[config.mk]
export PLATFORM = sky130hd
export DESIGN_NAME = vram_scanout
export DESIGN_NICKNAME = d
export VERILOG_FILES = /design/src/rtl/vga_pkg.sv /design/src/rtl/vga_timing.sv /design/src/rtl/vram_scanout.sv
export SDC_FILE = /design/constraint.sdc
export NUM_CORES = 1
export LEC_CHECK = 0
export CORE_MARGIN = 8
export CORE_UTILIZATION = 56
export DETAILED_ROUTE_END_ITERATION = 12
export PLACE_DENSITY = 0.82
export SLEW_MARGIN = 0
export SYNTH_ARGS = -nofsm -noshare
export SYNTH_HDL_FRONTEND = slang
export SYNTH_SLANG_ARGS = --single-unit
[constraint.sdc]
create_clock -name CLK -period 4.2 [get_ports CLK]
set_clock_uncertainty 0.15 [all_clocks]
set_input_delay 0.63 -clock CLK [delete_from_list [all_inputs] [get_ports CLK]]
set_output_delay 0.63 -clock CLK [all_outputs]
set_load 0.05 [all_outputs]
[src/rtl/vga_pkg.sv]
`default_nettype none
// ============================================================================
// vga_pkg : 640x480@60 timing constants and RGB444 pixel layout.
// Revision: 1.0
// ============================================================================
package vga_pkg;

   localparam logic [9:0] H_ACTIVE = 10'd640;
   localparam logic [9:0] H_FP     = 10'd16;
   localparam logic [9:0] H_SYNC   = 10'd96;
   localparam logic [9:0] H_TOTAL  = 10'd800;
   localparam logic [9:0] V_ACTIVE = 10'd480;
   localparam logic [9:0] V_FP     = 10'd10;
   localparam logic [9:0] V_SYNC   = 10'd2;
   localparam logic [9:0] V_TOTAL  = 10'd525;

   localparam logic [9:0] H_SYNC_START = H_ACTIVE + H_FP;
   localparam logic [9:0] H_SYNC_END   = H_SYNC_START + H_SYNC;
   localparam logic [9:0] V_SYNC_START = V_ACTIVE + V_FP;
   localparam logic [9:0] V_SYNC_END   = V_SYNC_START + V_SYNC;

   // Frame size shared with the layer controller
   localparam int SCREEN_WIDTH_DEF  = 320;
   localparam int SCREEN_HEIGHT_DEF = 180;

   typedef struct packed {
      logic [3:0] r;
      logic [3:0] g;
      logic [3:0] b;
   } rgb444_t;

endpackage
`default_nettype wire

[src/rtl/vga_timing.sv]
`default_nettype none
// ============================================================================
// vga_timing : pixel-strobe driven h/v counters with stage-0 sync/active flags.
// Revision: 1.0
// ============================================================================
module vga_timing
   import vga_pkg::*;
(
   input  logic       CLK,
   input  logic       rst,
   input  logic       pix_stb,
   output logic [9:0] h_cnt_o,
   output logic [9:0] v_cnt_o,
   output logic [9:0] h_nxt_o,
   output logic [9:0] v_nxt_o,
   output logic       hs_o,
   output logic       vs_o,
   output logic       active_o,
   output logic       screenend_o
);

   logic [9:0] h_cnt_q, h_cnt_d;
   logic [9:0] v_cnt_q, v_cnt_d;

   always_comb begin
      h_cnt_d = h_cnt_q + 10'd1;
      v_cnt_d = v_cnt_q;
      if (h_cnt_q == H_TOTAL - 10'd1) begin
         h_cnt_d = '0;
         v_cnt_d = (v_cnt_q == V_TOTAL - 10'd1) ? '0 : v_cnt_q + 10'd1;
      end
   end

   always_ff @(posedge CLK) begin
      if (rst) begin
         h_cnt_q <= '0;
         v_cnt_q <= '0;
      end else if (pix_stb) begin
         h_cnt_q <= h_cnt_d;
         v_cnt_q <= v_cnt_d;
      end
   end

   // Next-pixel coordinates let the address register run one pixel ahead
   assign h_nxt_o     = h_cnt_d;
   assign v_nxt_o     = v_cnt_d;
   assign h_cnt_o     = h_cnt_q;
   assign v_cnt_o     = v_cnt_q;
   assign hs_o        = !((h_cnt_q >= H_SYNC_START) && (h_cnt_q < H_SYNC_END));
   assign vs_o        = !((v_cnt_q >= V_SYNC_START) && (v_cnt_q < V_SYNC_END));
   assign active_o    = (h_cnt_q < H_ACTIVE) && (v_cnt_q < V_ACTIVE);
   assign screenend_o = (h_cnt_q == H_ACTIVE - 10'd1) && (v_cnt_q == V_ACTIVE - 10'd1);

endmodule
`default_nettype wire

[src/rtl/vram_scanout.sv]
`default_nettype none
// ============================================================================
// vram_scanout : VGA scanout of a 2x-upscaled, letterboxed frame held in VRAM.
// Revision: 1.0
// ============================================================================
module vram_scanout
   import vga_pkg::*;
#(
   parameter int          VRAM_A_WIDTH   = 16,
   parameter int          PIX_DATA_WIDTH = 12,
   parameter int          SCREEN_WIDTH   = SCREEN_WIDTH_DEF,
   parameter int          SCREEN_HEIGHT  = SCREEN_HEIGHT_DEF,
   parameter int          V_OFFSET       = 60,
   parameter logic [11:0] BORDER_COLOR   = 12'h000
) (
   input  logic                      CLK,
   input  logic                      rst,
   input  logic                      pix_stb,
   input  logic [PIX_DATA_WIDTH-1:0] i_vram_data,
   output logic [VRAM_A_WIDTH-1:0]   o_address_vram,
   output logic                      o_hs,
   output logic                      o_vs,
   output logic                      o_blank,
   output logic [3:0]                o_r,
   output logic [3:0]                o_g,
   output logic [3:0]                o_b,
   output logic                      o_screenend
);

   localparam logic [9:0] C_WIN_V_LO  = 10'(V_OFFSET);
   localparam logic [9:0] C_WIN_V_HI  = 10'(V_OFFSET + 2 * SCREEN_HEIGHT);
   localparam logic [9:0] C_LAST_LINE = 10'(V_OFFSET + 2 * SCREEN_HEIGHT - 1);
   localparam logic [9:0] C_PRE_LINE  = 10'(V_OFFSET - 1);
   localparam logic [9:0] C_WIN_H     = 10'(2 * SCREEN_WIDTH);
   localparam logic       C_LO_PAR    = C_WIN_V_LO[0];
   localparam logic [VRAM_A_WIDTH-1:0] C_ROW_STEP = VRAM_A_WIDTH'(SCREEN_WIDTH);

   function automatic logic in_window(input logic [9:0] v, input logic [9:0] h);
      return (v >= C_WIN_V_LO) && (v < C_WIN_V_HI) && (h < C_WIN_H);
   endfunction

   logic [9:0]              w_h, w_v, w_h_nxt, w_v_nxt;
   logic                    w_hs0, w_vs0, w_active0, w_se0;
   logic                    w_win0, w_win_nxt, w_line_end, w_odd_line;
   logic [VRAM_A_WIDTH-1:0] w_col;
   logic [VRAM_A_WIDTH-1:0] row_base_q, row_base_d;
   logic [VRAM_A_WIDTH-1:0] addr_q, addr_d;
   logic                    hs_q, vs_q, blank_q;
   rgb444_t                 rgb_q, rgb_d;

   vga_timing u_timing (
      .CLK         (CLK),
      .rst         (rst),
      .pix_stb     (pix_stb),
      .h_cnt_o     (w_h),
      .v_cnt_o     (w_v),
      .h_nxt_o     (w_h_nxt),
      .v_nxt_o     (w_v_nxt),
      .hs_o        (w_hs0),
      .vs_o        (w_vs0),
      .active_o    (w_active0),
      .screenend_o (w_se0)
   );

   assign w_line_end = (w_h == H_TOTAL - 10'd1);
   assign w_win0     = in_window(w_v, w_h);
   assign w_win_nxt  = in_window(w_v_nxt, w_h_nxt);
   // Parity of (v - V_OFFSET) without a subtractor
   assign w_odd_line = w_v[0] ^ C_LO_PAR;
   assign w_col      = VRAM_A_WIDTH'(w_h_nxt >> 1);

   // The address is loaded with the pixel the counters step to, so the VRAM
   // word is ready when that pixel is consumed on the following strobe.
   always_comb begin
      row_base_d = row_base_q;
      if (pix_stb && w_line_end) begin
         if (w_v == C_PRE_LINE) begin
            row_base_d = '0;
         end else if ((w_v >= C_WIN_V_LO) && (w_v < C_LAST_LINE) && w_odd_line) begin
            row_base_d = row_base_q + C_ROW_STEP;
         end
      end
      addr_d = addr_q;
      if (pix_stb && w_win_nxt) begin
         addr_d = row_base_d + w_col;
      end
   end

   always_comb begin
      rgb_d = '0;
      if (w_active0) begin
         rgb_d = w_win0 ? rgb444_t'(i_vram_data) : rgb444_t'(BORDER_COLOR);
      end
   end

   always_ff @(posedge CLK) begin
      if (rst) begin
         row_base_q <= '0;
         addr_q     <= '0;
         hs_q       <= 1'b1;
         vs_q       <= 1'b1;
         blank_q    <= 1'b1;
         rgb_q      <= '0;
      end else begin
         row_base_q <= row_base_d;
         addr_q     <= addr_d;
         if (pix_stb) begin
            hs_q    <= w_hs0;
            vs_q    <= w_vs0;
            blank_q <= !w_active0;
            rgb_q   <= rgb_d;
         end
      end
   end

   assign o_address_vram = addr_q;
   assign o_hs           = hs_q;
   assign o_vs           = vs_q;
   assign o_blank        = blank_q;
   assign o_r            = rgb_q.r;
   assign o_g            = rgb_q.g;
   assign o_b            = rgb_q.b;
   assign o_screenend    = w_se0;

endmodule
`default_nettype wire

==> qor.yml <==
worst_setup_path:
  end_kind: "flip-flop"
  crit_path_max_fanout: 9
  cp.required_ns: 4.32
  cp_common_cell: "a21oi_1"
  critPathKind: "flip-flop to flip-flop"
  worstPathArrival_ns: 3.96
  cpPeakStageDelay_ns: 0.45
  critical-path-slowest-cell: "or2_1"
  cp-start-kind: "flip-flop"
  path_cells: "or2_1 > nor3_1 > nand4_1 > and2_1 > ha_1 > a21oi_1 > o2111ai_1 > a21o_1 > a21oi_1 > o21a_1 > nor4_1 > xor2_1 > a211oi_1"
final_layout:
  n_fill_cell: 573
  fin_util_pct: 66.97
  antenna_cells: 0
  final_layout_size_suffix_gt1_share_pct: 9.351
  area_growth_pct: 17.84
  final_nets: 549
  final_cells: 623
drt:
  drtIter0Drc: 216
  firstDrtPassIters: 4
  via_count: 3488
  ant_nets: 0
  routedWlPerCell_um: 15.00
  drc: 0
  viasPerCell: 5.599
  routed_wl_mm: 9.345
timing:
  setup_ws_ns: 0.3648
  finalHoldWorstSlack_ns: 0.3351
  slew_violations: 0
  hold_violations: 0
  setup_viol: 0
  rsz0062_at_grt: "no"
  period_needed_ns: 3.835
  fmax_mhz: 260.7
  finalCritPeriodShare_pct: 91.32
  relSlewSlack_pct: 49.74
  worst_pin_slew_ns: 0.7511
place:
  gp_congestion: 0.8687
  dpl.cell_count: 607
  portBuffers: 46
  pre_cts_ws_ns: -0.02826
  hpwl_mm: 6.516
cts:
  hold_buffers: 0
  clock-sinks: 67
  cts_buffer_depth: 2
  cts_max_level: 3
  clk_latency_ns: 0.35
  clkTransAtPathRegs_ns: 0.08
  cts_tree: "built"
  clock_tree.root_cell: "clkbuf_8"
  cts_buffers: 9
global_routing:
  grt_overflow_total: 0
  gr-usage-all-layers_pct: 19.32
  grt_pass1_wl_mm: 15.83
  grt_pass1_vias: 3340
  antenna_found_initial: 0
  grt_start_max_net_pins: 68
yosys:
  yosys.area.top_type: "dfxtp_1"
  synth_edf_count: 0
  ys_seq_area_share_pct: 33.25
  synth_async_sr_flop_share_pct: 0
  netlist_instances: 480
  avgSynthCellArea_um2: 8.404
  ys_top_cells_by_area: "dfxtp_1 33%, nor2_1 6.7%, mux2i_1 5.5%"
  syn_area_um2: 4034
  synthFlopType: "dfxtp_1"
  ys_seq_elements: 67
  synth_top_cell_area_share_pct: 33.25
  synth_cell_types: 64
  synth_nets: 510
  yosysWarnings: 0
floorplanning:
  dieHeight_um: 100.9
  die_area_um2: 10170
  die_x_um: 100.9
  rows: 31
  initial_core_util_pct: 56.83
  ios: 47
  core-area_um2: 7098
run_status:
  status: "complete, no violations"
job:
  maxCapViolations: 0
power_and_ir_drop:
  vdd_drop_max_v: 0.0001746
  p_leak_nw: 1.761
  power_density_nw_per_um2: 268.1
min_path:
  hp-class: "flip-flop to flip-flop"
-- cells in the mapped netlist (10+ instances only) --
| cell | number |
|---|---|
| nor2_1 | 72 |
| dfxtp_1 | 67 |
| a21oi_1 | 32 |
| nand2_1 | 29 |
| nor2b_1 | 26 |
| mux2i_1 | 22 |
| clkbuf_1 | 20 |
| nor3_1 | 16 |
| xor2_1 | 16 |
| xnor2_1 | 15 |
| ha_1 | 14 |
| nand4_1 | 13 |
| o21ai_0 | 11 |
| inv_1 | 10 |
-- critical path, delay by kind of cell, from the launching register on --
kind,cells,cell delay [ns]
AO/OA/AOI/OAI,6,1.36
XOR/XNOR,1,0.16
adder cells (fa/ha/maj),1,0.28
flip-flops,1,0.38
AND/OR/NAND/NOR,5,1.42
-- stage by stage --
step                      total power, W  TNS (ns)  area (um2)
after detailed placement       0.0007065  -0.02826        4538
after CTS                       0.001283         0        4747
after floorplan                0.0006843         0        4034
final                           0.001274         0        4753
after global routing            0.001315         0        4753
after global placement         0.0007051         0        4538
-- power by group --
group / total (W) / switching [W] / internal [W]
clock: 0.000583 / 0.000250 / 0.000333
combinational: 0.0000498 / 0.0000281 / 0.0000217
sequential: 0.000642 / 0.00000398 / 0.000638
total: 0.00127 / 0.000282 / 0.000992
-- path summary, 6_finish.rpt --
kind | startpoint | slack (ns) | endpoint | cells past startpoint
max | u_timing.h_cnt_o[5] | 0.36 | o_address_vram[13] | 13
max reg2reg | u_timing.h_cnt_o[5] | 0.36 | o_address_vram[13] | 13
min | o_hs | 0.34 | o_hs | 2
min reg2reg | o_hs | 0.34 | o_hs | 2
-- registers in the layout, summed over array words and instances (netlist names) --
signal and count:
o_address_vram 16, o_b 4, o_blank 1, o_g 4, o_hs 1, o_r 4, o_vs 1, row_base_q 16
u_timing.h_cnt_o 10, u_timing.v_cnt_o 10
-- kinds of logic (layout without fill, tap and decap cells) --
family | after synthesis | in the layout | share of synthesized area, %
adder cells (fa/ha/maj) | 15 | 15 | 4.839
AND/OR/NAND/NOR | 223 | 223 | 30.71
buffers and inverters | 44 | 88 | 5.769
multiplexers | 23 | 23 | 5.738
AO/OA/AOI/OAI | 77 | 77 | 12.97
XOR/XNOR | 31 | 31 | 6.731
flip-flops | 67 | 67 | 33.25
-- cell type report --
class	count	area, um2	share of cell area, %
Multi-Input combinational cell	369	2466	51.88
Sequential cell	67	1341	28.22
Timing Repair Buffer	62	575.6	12.11
Clock buffer	11	131.4	2.764
Tap cell	99	123.9	2.606
Clock inverter	5	77.57	1.632
Inverter	10	37.54	0.7897
-- placed cells by master, fill, tap and decap left out, types with 13 or more instances in the layout --
cell type        synthesis  layout
a21oi_1                 32      31
buf_4                    5      16
clkdlybuf4s50_1          0      45
dfxtp_1                 67      67
ha_1                    14      13
mux2i_1                 22      22
nand2_1                 29      29
nand4_1                 13      13
nor2_1                  72      72
nor2b_1                 26      26
nor3_1                  16      16
xnor2_1                 15      15
xor2_1                  16      16
-- routing by layer --
layer	track usage [%]	share of wire, %	up-vias	wire length, um
met5	0	0	-	0
met4	10.00	2.7	0	250
met3	3.591	3.7	21	350
met2	31.28	48	92	4518
met1	23.78	45	1617	4226
li1	-	-	1758	-
-- repair_timing --
action / CTS / global route
setup buffers: 0 / 0
gates resized for setup: 0 / 2
setup endpoints to repair: 0 / 2
Power figures use the tool's default switching activity.
